<file path="src/rtl/uart_pkg.sv">
// uart_pkg: shared types and constants for the UART word receiver.
package uart_pkg;
    typedef enum logic [1:0] {IDLE, START, DATA, STOP} state_t;
    localparam int DATA_BITS      = 8;
    localparam int BYTES_PER_WORD = 4;
endpackage

</file>
<file path="src/rtl/uart_byte_rx.sv">
// uart_byte_rx: 8N1 byte deserialiser with input synchroniser, bit timer and bit FSM.
//   clock, n_reset : board clock, asynchronous active-low reset
//   uart_rx        : raw serial line (idles high)
//   data           : last received byte, valid while byte_strobe is high
//   byte_strobe    : one-cycle pulse on a good stop bit
//   frame_err      : one-cycle pulse on a bad stop bit
//   idle           : receiver is waiting for a start bit
module uart_byte_rx import uart_pkg::*; #(
    parameter int CLKS_PER_BIT = 434
) (
    input  logic                 clock,
    input  logic                 n_reset,
    input  logic                 uart_rx,
    output logic [DATA_BITS-1:0] data,
    output logic                 byte_strobe,
    output logic                 frame_err,
    output logic                 idle
);
    localparam int TW = $clog2(CLKS_PER_BIT) + 1;
    localparam int IW = $clog2(DATA_BITS);
    localparam logic [TW-1:0] HALF = TW'(CLKS_PER_BIT / 2 - 1);
    localparam logic [TW-1:0] FULL = TW'(CLKS_PER_BIT - 1);

    state_t                 state, state_n;
    logic                   s1, s2;
    logic [TW-1:0]          timer, timer_n;
    logic [IW-1:0]          idx, idx_n;
    logic [DATA_BITS-1:0]   shreg, shreg_n;
    logic                   brk, brk_n;
    logic                   strobe_n, ferr_n;

    assign data = shreg;
    assign idle = (state == IDLE);

    always_comb begin
        state_n  = state;
        timer_n  = timer + TW'(1);
        idx_n    = idx;
        shreg_n  = shreg;
        brk_n    = brk;
        strobe_n = 1'b0;
        ferr_n   = 1'b0;
        case (state)
            // After a framing error the line must go high again before a new start is accepted.
            IDLE: begin
                timer_n = '0;
                if (brk) brk_n = ~s2;
                else if (!s2) state_n = START;
            end
            START: if (timer == HALF) begin
                timer_n = '0;
                idx_n   = '0;
                state_n = s2 ? IDLE : DATA;
            end
            DATA: if (timer == FULL) begin
                timer_n = '0;
                shreg_n = {s2, shreg[DATA_BITS-1:1]};
                idx_n   = idx + IW'(1);
                if (idx == IW'(DATA_BITS - 1)) state_n = STOP;
            end
            STOP: if (timer == FULL) begin
                state_n  = IDLE;
                strobe_n = s2;
                ferr_n   = ~s2;
                brk_n    = ~s2;
            end
            default: state_n = IDLE;
        endcase
    end

    // Synchroniser presets high so reset release never looks like a start bit.
    always_ff @(posedge clock or negedge n_reset) begin
        if (!n_reset) begin
            s1          <= 1'b1;
            s2          <= 1'b1;
            state       <= IDLE;
            timer       <= '0;
            idx         <= '0;
            shreg       <= '0;
            brk         <= 1'b0;
            byte_strobe <= 1'b0;
            frame_err   <= 1'b0;
        end else begin
            s1          <= uart_rx;
            s2          <= s1;
            state       <= state_n;
            timer       <= timer_n;
            idx         <= idx_n;
            shreg       <= shreg_n;
            brk         <= brk_n;
            byte_strobe <= strobe_n;
            frame_err   <= ferr_n;
        end
    end
endmodule

</file>
<file path="src/rtl/uart_word_rx.sv">
// uart_word_rx: assembles four 8N1 bytes (LSB first) into a 32-bit word with valid/ack handshake.
//   clock, n_reset : board clock, asynchronous active-low reset
//   uart_rx        : raw serial line
//   word_out       : last completed word
//   word_valid     : word_out holds an unconsumed word
//   word_ack       : consumer takes the word
//   frame_err      : one-cycle pulse on a bad stop bit
//   overrun        : one-cycle pulse when a completed word is dropped
module uart_word_rx import uart_pkg::*; #(
    parameter int CLKS_PER_BIT = 434,
    parameter int TIMEOUT_BITS = 64
) (
    input  logic                                clock,
    input  logic                                n_reset,
    input  logic                                uart_rx,
    output logic [DATA_BITS*BYTES_PER_WORD-1:0] word_out,
    output logic                                word_valid,
    input  logic                                word_ack,
    output logic                                frame_err,
    output logic                                overrun
);
    localparam int CW         = $clog2(BYTES_PER_WORD);
    localparam int AW         = DATA_BITS * (BYTES_PER_WORD - 1);
    localparam int TO_CYCLES  = TIMEOUT_BITS * CLKS_PER_BIT;
    localparam int TOW        = $clog2(TO_CYCLES + 1);

    logic [DATA_BITS-1:0] data;
    logic                 strobe, idle, last, timeout;
    logic [CW-1:0]        cnt;
    logic [AW-1:0]        asm_word;
    logic [TOW-1:0]       tcnt;

    uart_byte_rx #(.CLKS_PER_BIT(CLKS_PER_BIT)) u_byte (
        .clock       (clock),
        .n_reset     (n_reset),
        .uart_rx     (uart_rx),
        .data        (data),
        .byte_strobe (strobe),
        .frame_err   (frame_err),
        .idle        (idle)
    );

    assign last    = (cnt == CW'(BYTES_PER_WORD - 1));
    assign timeout = (tcnt == TOW'(TO_CYCLES - 1));

    always_ff @(posedge clock or negedge n_reset) begin
        if (!n_reset) begin
            cnt        <= '0;
            asm_word   <= '0;
            tcnt       <= '0;
            word_out   <= '0;
            word_valid <= 1'b0;
            overrun    <= 1'b0;
        end else begin
            overrun <= 1'b0;
            if (strobe) cnt <= cnt + CW'(1);
            if (strobe && !last) asm_word[{cnt, 3'b000} +: DATA_BITS] <= data;
            if (frame_err || timeout) cnt <= '0;
            // The final byte bypasses the assembly register straight into word_out.
            if (strobe && last) begin
                if (!word_valid || word_ack) begin
                    word_out   <= {data, asm_word};
                    word_valid <= 1'b1;
                end else begin
                    overrun <= 1'b1;
                end
            end else if (word_ack) begin
                word_valid <= 1'b0;
            end
            tcnt <= (!idle || cnt == '0 || strobe || timeout) ? '0 : tcnt + TOW'(1);
        end
    end
endmodule

</file>
<file path="config.mk">
export PLATFORM = sky130hd
export DESIGN_NAME = uart_word_rx
export DESIGN_NICKNAME = d
export VERILOG_FILES = /design/src/rtl/uart_pkg.sv /design/src/rtl/uart_byte_rx.sv /design/src/rtl/uart_word_rx.sv
export SDC_FILE = /design/constraint.sdc
export NUM_CORES = 1
export LEC_CHECK = 0
export BUFFER_PORTS_ARGS = -buffer_cell sky130_fd_sc_hd__buf_2
export CAP_MARGIN = 20
export CORE_MARGIN = 1.5
export CORE_UTILIZATION = 45
export CTS_CLUSTER_DIAMETER = 150
export CTS_CLUSTER_SIZE = 14
export DETAILED_ROUTE_END_ITERATION = 10
export GPL_TIMING_DRIVEN = 0
export PLACE_DENSITY_LB_ADDON = 0.25
export SLEW_MARGIN = 30
export SYNTH_ARGS = -nofsm -noshare
export SYNTH_HDL_FRONTEND = slang
export SYNTH_HIERARCHICAL = 1
export SYNTH_SLANG_ARGS = --single-unit
export TNS_END_PERCENT = 20
</file>
<file path="constraint.sdc">
create_clock -name clock -period 2.7 [get_ports clock]
set_input_delay 0.54 -clock clock [delete_from_list [all_inputs] [get_ports clock]]
set_output_delay 0.54 -clock clock [all_outputs]
set_load 0.02 [all_outputs]
</file>
Yosys cells after proc, flatten, opt, wreduce, memory -nomap -nowiden
Index checks and enable logic that the tools add are counted.

word-level totals
  logic and storage cells = 90
  memories = 0
  memory bits (read-only) = 0
  bits in latches = 0
  bits in writable memories = 0
  register bits = 103
  output and inout port bits = 35

operators by class
  reduce and logical (&&, ||, !) cells = 22
  shifts and indexed selects = 2
  muxes and demuxes = 30
  multiply operators = 0
  bitwise operators = 1
  add/subtract/negate cells = 5
  div/mod/pow operators = 0
  equality and inequality tests = 15
  magnitude comparators = 0

operators by type and width
  kind                      count
  $pmux W10 S3              1
  $bwmux W24                1
  $shift A8 B7 Y24 const A  1
  $shiftx A8 B7 Y24         1
  $mux W10                  2
  $mux W2                   9
  $add A15 B1 Y15 const B   1
  $eq A15 B15 Y1 const B    1
  $mux W15                  1
  $mux W1                   11
  $add A10 B1 Y10 const B   1
  $eq A10 B8 Y1 const B     1
  $eq A10 B9 Y1 const B     1
  $ne A2 B1 Y1 const B      5
  $pmux W2 S4               1
  $reduce_and A2 Y1         4
  $reduce_bool A2 Y1        4
  $neg A5 Y7                1
  $eq A2 B2 Y1 const B      3
  $mux W3                   2
  $pmux W3 S2               1
  $reduce_and A6 Y1         1
  $logic_or A1 B1 Y1        5
  $logic_not A2 Y1          2
  other kinds (10)          14

Depth between registers and ports, before layout
Gate-level depths: netlist of the first run.

  depth after elaboration = 6
  mapped depth = 7
  depth with buffers taken out = 6

Cells and area by module
Netlist of the first run, hierarchy kept.

modules (own cells, without submodules)
  module        times used  seq. area each (µm²)  cells an instance  area an instance (µm²)
  uart_word_rx  1           1,876.8               225                3,072.9
  uart_byte_rx  1           703.2                 121                1,353.8

Least setup slack after synthesis of the first run
No wires, ideal clock.

  kind = reg-to-reg
  start point = register cnt[0]
  end point = register asm_word[16]
  required time = 2,633 ps
  arrival time = 1,877 ps
  library setup time = 67 ps
  cell stages (with the launch flop) = 7
  slack = 756 ps
  period minus slack after synthesis = 1,944 ps
  path through = dfrtp_1 clkbuf_1 inv_1 ha_1 nor2b_1 nor4b_4 a22o_1

between the ends
  longest elaborated chain between the ends = 3

RTL lines
  item                                                      line                                    text
  start: declaration                                        uart_word_rx.sv:29                      logic [CW-1:0] cnt;
  start signal: assignment                                  uart_word_rx.sv:56                      if (strobe) cnt <= cnt + CW'(1);
  $neg A5 Y7 / $eq A2 B2 Y1 (equally long branches)         uart_word_rx.sv:57, uart_word_rx.sv:43
  $shiftx A8 B7 Y24, or another cell as far along           uart_word_rx.sv:57                      if (strobe && !last) asm_word[{cnt, 3'b000} +: DATA_BITS] <= data;
  $bwmux W24 / $logic_and A1 B1 Y1 (equally long branches)  uart_word_rx.sv:57
  end signal: indexed assignment                            uart_word_rx.sv:57
  end: declaration                                          uart_word_rx.sv:30                      logic [AW-1:0] asm_word;

Parallel ways exist; a longest one is shown, timed or not.
A chain may end at the register's enable or synchronous reset.

Final worst setup path of the first run
  start point = register cnt[0]
  end point = register asm_word[23]

Same word-level chain as after synthesis.

==> results.yml, run 1 <==
run_status:
  status: "finished clean"
worst_setup_path:
  reg2reg_slack_ns: 0.41
  reg2reg_from: "cnt[0]$_DFFE_PN0P_"
  required_ns: 3.02
  r2r-end: "asm_word[23]$_DFFE_PN0P_"
  critPathLaunch: "cnt[0]$_DFFE_PN0P_"
  arrival_ns: 2.61
  r2r.worst_path.cells: 6
  cp-end-kind: "flip-flop"
  cp-endpoint: "asm_word[23]$_DFFE_PN0P_"
  crit_type: "reg -> reg"
  startpoint_type: "flip-flop"
  cp_max_fo: 8
global_route:
  grt_use_met3: 0.0328
  antenna_found_initial: 0
  gr-total-overflow: 0
  top_usage_layer: "met2"
  grt_usage: 0.163
  grt_pass1_vias: 2590
  met2_usage: 0.257
  met1_usage: 0.217
  grt_max_degree: 71
  grt_pass1_wl_um: 13000
layout:
  fillCellCount: 889
  layout_commonest_cell: "dfrtp_1"
  final_cell_area_um2: 5050
  final_cell_mix: "dfrtp_1, buf_2, mux2_2, nor2_1, a22o_1"
  antenna_cells: 0
  area_growth_pct: 14.0
  drive_gt1_frac: 0.287
  nNetsFinal: 411
  layoutNonFillerInstCount: 534
timing:
  max-slew-margin-rel: 0.623
  setup_viol: 0
  fmax_mhz: 436
  maxSlewViolCount: 0
  final.setup.tns_ns: 0
  fin_hold_ws_ns: 0.0447
  fin_crit_sh: 0.850
  grt_setup_unrepaired: "false"
  fin_skew_ns: 0.00917
  tightestPinTransition_ns: 0.563
  final-hold-violation-count: 0
  period_needed_ns: 2.29
clock_tree:
  cts_max_path_buffers: 2
  root_buffer: "clkbuf_8"
  clkTransAtPathRegs_ns: 0.10
  htree_levels: 3
  cts_made_buffers: 9
  clk-insertion-delay-late_ns: 0.37
  cts-resized-gates: 0
  cts_tree: "built"
  cts_sinks: 103
  cts_setup_buffers: 0
  cts_hold_buf: 0
yosys:
  yosys.area.top_type: "dfrtp_1"
  synth_top_area_share: 0.571
  synthDistinctLibCells: 50
  async_flop_share: 1.00
  avgSynthCellArea_um2: 12.8
  syn_inst: 346
  syn_area_um2: 4430
  synth_area_leaders: "dfrtp_1, mux2_2, a22o_1"
  synth_edf_count: 0
  ys_ff_latch: 103
  ys_seq_area_frac: 0.583
  syn_nets: 361
  synth_ff_type: "dfrtp_1"
  yosys_warnings: 6
route:
  vias_per_cell: 5.16
  ant_nets: 0
  remaining_drc_errors: 0
  first_pass_iters: 4
  dr.first_iter.drc_count: 103
  detailroute.via_count: 2757
  wl_per_cell_um: 14.4
  routed_wl_um: 7710
pwr:
  p_leak_nw: 2.46
  ir_drop_v: 0.000236
  power.density_nw_per_um2: 528
placed_design:
  place.gp.congestion: 0.766
  placed_area_um2: 4820
  post-place-cells: 518
  portBuffers: 38
  dpl.hpwl_um: 5350
floorplanning:
  die_h_um: 102
  dieArea_um2: 10400
  std_cell_rows: 36
  die_w_um: 102
  initial_core_util: 0.459
  coreArea_um2: 9640
  io_pins: 39
run:
  max_cap_violations: 0
min_path:
  holdCritPathClass: "in -> async"
==> where the power goes <==
part | leakage [nW] | internal, mW | switching, mW
Clock | 0.109 | 0.552 | 0.532
Sequential | 1.42 | 1.54 | 0.00168
Combinational | 0.935 | 0.00706 | 0.0296
Total | 2.46 | 2.10 | 0.563
==> Yosys cell counts (all sizes together), types with 3 or more instances <==
| cell | count |
|---|---|
| buf | 7 |
| nor3 | 8 |
| xor2 | 10 |
| and3 | 4 |
| and2 | 3 |
| nand3 | 12 |
| nor4bb | 3 |
| mux2 | 40 |
| a22o | 23 |
| nor2 | 35 |
| nand2 | 18 |
| xnor2 | 11 |
| and4 | 3 |
| nand4 | 9 |
| o21ai | 4 |
| dfrtp | 101 |
| clkbuf | 4 |
| ha | 11 |
| nand2b | 4 |
| inv | 9 |
==> how the worst min path moves through the flow <==
stage	from	end	slack, ns	depth (start not counted)
after detailed placement	u_byte/s1$_DFF_PN1_	u_byte/s2$_DFF_PN1_	0.35	0
after CTS	n_reset	u_byte/brk$_DFFE_PN0P_	0.04	1
after floorplan	n_reset	asm_word[0]$_DFFE_PN0P_	0.24	0
after global routing	n_reset	overrun$_DFF_PN0_	0.05	1
after global placement	u_byte/s1$_DFF_PN1_	u_byte/s2$_DFF_PN1_	0.35	0
final	n_reset	u_byte/brk$_DFFE_PN0P_	0.04	1
==> worst max-delay path, cell delays in order, from the launching register on <==
cell and delay (ns):
dfrtp_1 0.38, clkbuf_1 0.36, inv_1 0.15, ha_1 0.38, nor2b_1 0.23, nor4b_4 0.52, a22o_1 0.21
==> per-stage QoR <==
step / power, mW / util / worst slack, ns
3_5_place_dp: 1.62 / 0.500 / 0.389
6_report: 2.67 / 0.524 / 0.405
3_3_place_gp: 1.61 / 0.496 / -0.00954
4_1_cts: 2.71 / 0.524 / 0.373
5_1_grt: 2.77 / 0.524 / 0.196
2_1_floorplan: 1.58 / - / 0.756
==> state kept, by name (all words and copies together), names as in the netlist, 2 cells and up, named ones only <==
signal        count
u_byte/timer     10
word_out         32
cnt               2
u_byte/data       8
tcnt             15
asm_word         24
u_byte/idx        3
==> per-layer routing <==
metal | part of all wire | routed length, µm
met1 | 0.47 | 3590
met2 | 0.48 | 3730
met3 | 0.030 | 228
met4 | 0.021 | 158
met5 | 0 | 0
==> final cells by class <==
type | count | area (µm²) | area share
clock inverters | 6 | 92.6 | 0.0183
repair buffers | 39 | 224 | 0.0444
inverters | 9 | 33.8 | 0.00669
flip-flops and latches | 103 | 2580 | 0.511
multi-input cells | 223 | 1750 | 0.347
clock buffers | 10 | 138 | 0.0273
plain buffers | 11 | 62.6 | 0.0124
well taps | 133 | 166 | 0.0330
==> cells by family (layout without fill, tap and decap cells) <==
group | after synthesis | after routing | share of synthesized area
flip-flops | 103 | 103 | 0.583
buffers and inverters | 20 | 75 | 0.0218
multiplexers | 42 | 42 | 0.106
AO/OA/AOI/OAI | 36 | 36 | 0.0678
XOR/XNOR | 21 | 21 | 0.0415
adder cells (fa/ha/maj) | 11 | 11 | 0.0311
AND/OR/NAND/NOR | 113 | 113 | 0.149
(Power assumes the default switching activity.)
==> run 2: changes to the inputs <==
- ABC_AREA: unset -> 1
- clock period: 2.7 -> 2 ns (I/O delays scaled with it)
==> run 2 against run 1 <==
Net effect: setup slack lost 0.15 ns; fmax grew 31%; area after synthesis grew 4.2%; combinational power grew 42%; clock power grew 11%; non-clock buffer count is the same; critical path depth is the same; clock-buffer cell count shrank 1; worst hold slack gained 0.078 ns; sequential share of layout area shrank 1.4 points; clock skew grew 0.0050 ns; die area grew 4.1%; largest cell class unchanged.
==> results.yml, run 2 <==
run_status:
  status: "finished clean"
timing:
  fin_crit_sh: 0.874
  final.setup.tns_ns: 0
  fin_skew_ns: 0.0142
  max-slew-margin-rel: 0.694
  grt_setup_unrepaired: "false"
  maxSlewViolCount: 0
  period_needed_ns: 1.75
  setup_viol: 0
  tightestPinTransition_ns: 0.459
  final-hold-violation-count: 0
  fmax_mhz: 572
worst_setup_path:
  crit_type: "reg -> reg"
  reg2reg_slack_ns: 0.25
  r2r-end: "asm_word[0]$_DFFE_PN0P_"
  critPathLaunch: "cnt[0]$_DFFE_PN0P_"
  cp_max_fo: 9
  r2r.worst_path.cells: 6
  cp-end-kind: "flip-flop"
  arrival_ns: 2.03
  startpoint_type: "flip-flop"
  required_ns: 2.28
  reg2reg_from: "cnt[0]$_DFFE_PN0P_"
clock_tree:
  root_buffer: "clkbuf_8"
  cts_sinks: 103
  cts_max_path_buffers: 2
  htree_levels: 3
  cts_made_buffers: 9
  cts-resized-gates: 0
  clk-insertion-delay-late_ns: 0.37
  clkTransAtPathRegs_ns: 0.10
  cts_hold_buf: 1
  cts_tree: "built"
  cts_setup_buffers: 0
layout:
  nNetsFinal: 578
  drive_gt1_frac: 0.162
  final_cell_mix: "nand2_1, dfrtp_1, inv_1, nor2_1, o21ai_0"
  layout_commonest_cell: "nand2_1"
  layoutNonFillerInstCount: 701
  largest_reg_flops: 32
  antenna_cells: 0
  area_growth_pct: 12.6
  post-route-util: 0.527
  regMostFlops: "word_out"
  top_regs: "word_out x32, asm_word x24, tcnt x15"
yosys:
  yosys.area.top_type: "dfrtp_1"
  yosysMostFrequentCell: "nand2_1"
  synth_ff_type: "dfrtp_1"
  ys_seq_area_frac: 0.559
  async_flop_share: 1.00
  synthDistinctLibCells: 34
  syn_nets: 527
  synth_top_area_share: 0.548
  ys_ff_latch: 103
  syn_area_um2: 4610
  syn_inst: 512
  synth_area_leaders: "dfrtp_1, nand2_1, inv_1"
  yosys_warnings: 6
  synth_common_cells: "nand2_1, dfrtp_1, inv_1"
  avgSynthCellArea_um2: 9.01
  synth_edf_count: 0
min_path:
  holdPathEnd: "u_byte/s1$_DFF_PN1_"
  holdCritPathClass: "in -> reg"
  min-delay-start: "uart_rx"
  whs_path_depth: 1
route:
  first_pass_iters: 4
  ant_nets: 0
  detailroute.via_count: 3325
  remaining_drc_errors: 0
  routed_wl_um: 8640
  vias_per_cell: 4.74
  wl_per_cell_um: 12.3
  dr.first_iter.drc_count: 144
pwr:
  power.density_nw_per_um2: 643
  finalPower_mw: 3.34
  p_sw_frac: 0.234
  p_sw_mw: 0.780
  p_int_mw: 2.56
  ir_drop_v: 0.000437
  p_seq_frac: 0.625
  p_leak_nw: 2.49
  clockPowerShare: 0.360
  p_comb_frac: 0.016
placed_design:
  dpl.hpwl_um: 6270
  post-place-cells: 684
  portBuffers: 38
  place.gp.congestion: 0.804
floorplanning:
  coreArea_um2: 9860
  io_pins: 39
  initial_core_util: 0.468
  die_h_um: 104
  std_cell_rows: 36
  dieArea_um2: 10900
  die_w_um: 104
global_route:
  grt_pass1_wl_um: 15100
  grt_usage: 0.171
  gr-total-overflow: 0
  grt_max_degree: 69
  grt_pass1_vias: 3230
  antenna_found_initial: 0
run:
  max_cap_violations: 0
run 2: area by class of cell:
class	instances	area (µm²)
clock buffer	9	124
inverter	82	308
sequential	103	2580
fill	920	4670
tap	133	166
multi-input combinational	317	1670
buffer	10	61.3
timing repair buffer	40	234
clock inverter	7	55.1
run 2: cell families after synthesis:
group / Yosys count / synth area share
buf+inv: 92 / 0.0800
fa+ha+maj: 11 / 0.0298
compound gates: 72 / 0.0843
xor+xnor: 11 / 0.0209
simple gates: 223 / 0.226
flops: 103 / 0.559
run 2: how the worst max path moves through the flow:
| stage | depth (start not counted) | end | slack (ns) |
|---|---|---|---|
| 6_report | 6 | asm_word[0]$_DFFE_PN0P_ | 0.25 |
| 5_1_grt | 6 | asm_word[0]$_DFFE_PN0P_ | 0.10 |
| 4_1_cts | 5 | asm_word[0]$_DFFE_PN0P_ | 0.25 |
| 3_5_place_dp | 5 | asm_word[5]$_DFFE_PN0P_ | 0.30 |
| 3_3_place_gp | 1 | u_byte/timer[4]$_DFF_PN0_ | -0.50 |
| 2_1_floorplan | 5 | asm_word[0]$_DFFE_PN0P_ | 0.53 |
run 2: worst max-delay path: stages, from the launching register on:
cell     delay (ns)
dfrtp_1        0.47
inv_1          0.18
ha_1           0.21
inv_1          0.12
nor2_4         0.24
nand2_1        0.24
o22ai_1        0.20
run 2: per-stage QoR:
step / hold WS (ns) / instance area [µm²] / setup slack [ns]
2_1_floorplan: 0.104 / 4610 / 0.533
3_3_place_gp: 0.347 / 4970 / -0.502
3_5_place_dp: 0.316 / 5000 / 0.299
4_1_cts: 0.104 / 5190 / 0.247
5_1_grt: 0.0920 / 5190 / 0.102
6_report: 0.123 / 5190 / 0.251
run 2: power groups by stage:
stage / combinational, mW / clock [mW] / sequential [mW]
2_1_floorplan: 0.00135 / 0 / 2.13
3_3_place_gp: 0.0445 / 0 / 2.13
3_5_place_dp: 0.0542 / 0 / 2.13
4_1_cts: 0.0557 / 1.24 / 2.09
5_1_grt: 0.0624 / 1.32 / 2.09
6_report: 0.0522 / 1.20 / 2.09
run 2: metal layers:
metal / global-route usage / vias to the layer above / routed length [µm]
met4: 0.0516 / 0 / 117
met5: 0 / - / 0
li1: - / 1708 / -
met2: 0.261 / 55 / 3940
met1: 0.238 / 1552 / 4230
met3: 0.0470 / 10 / 347
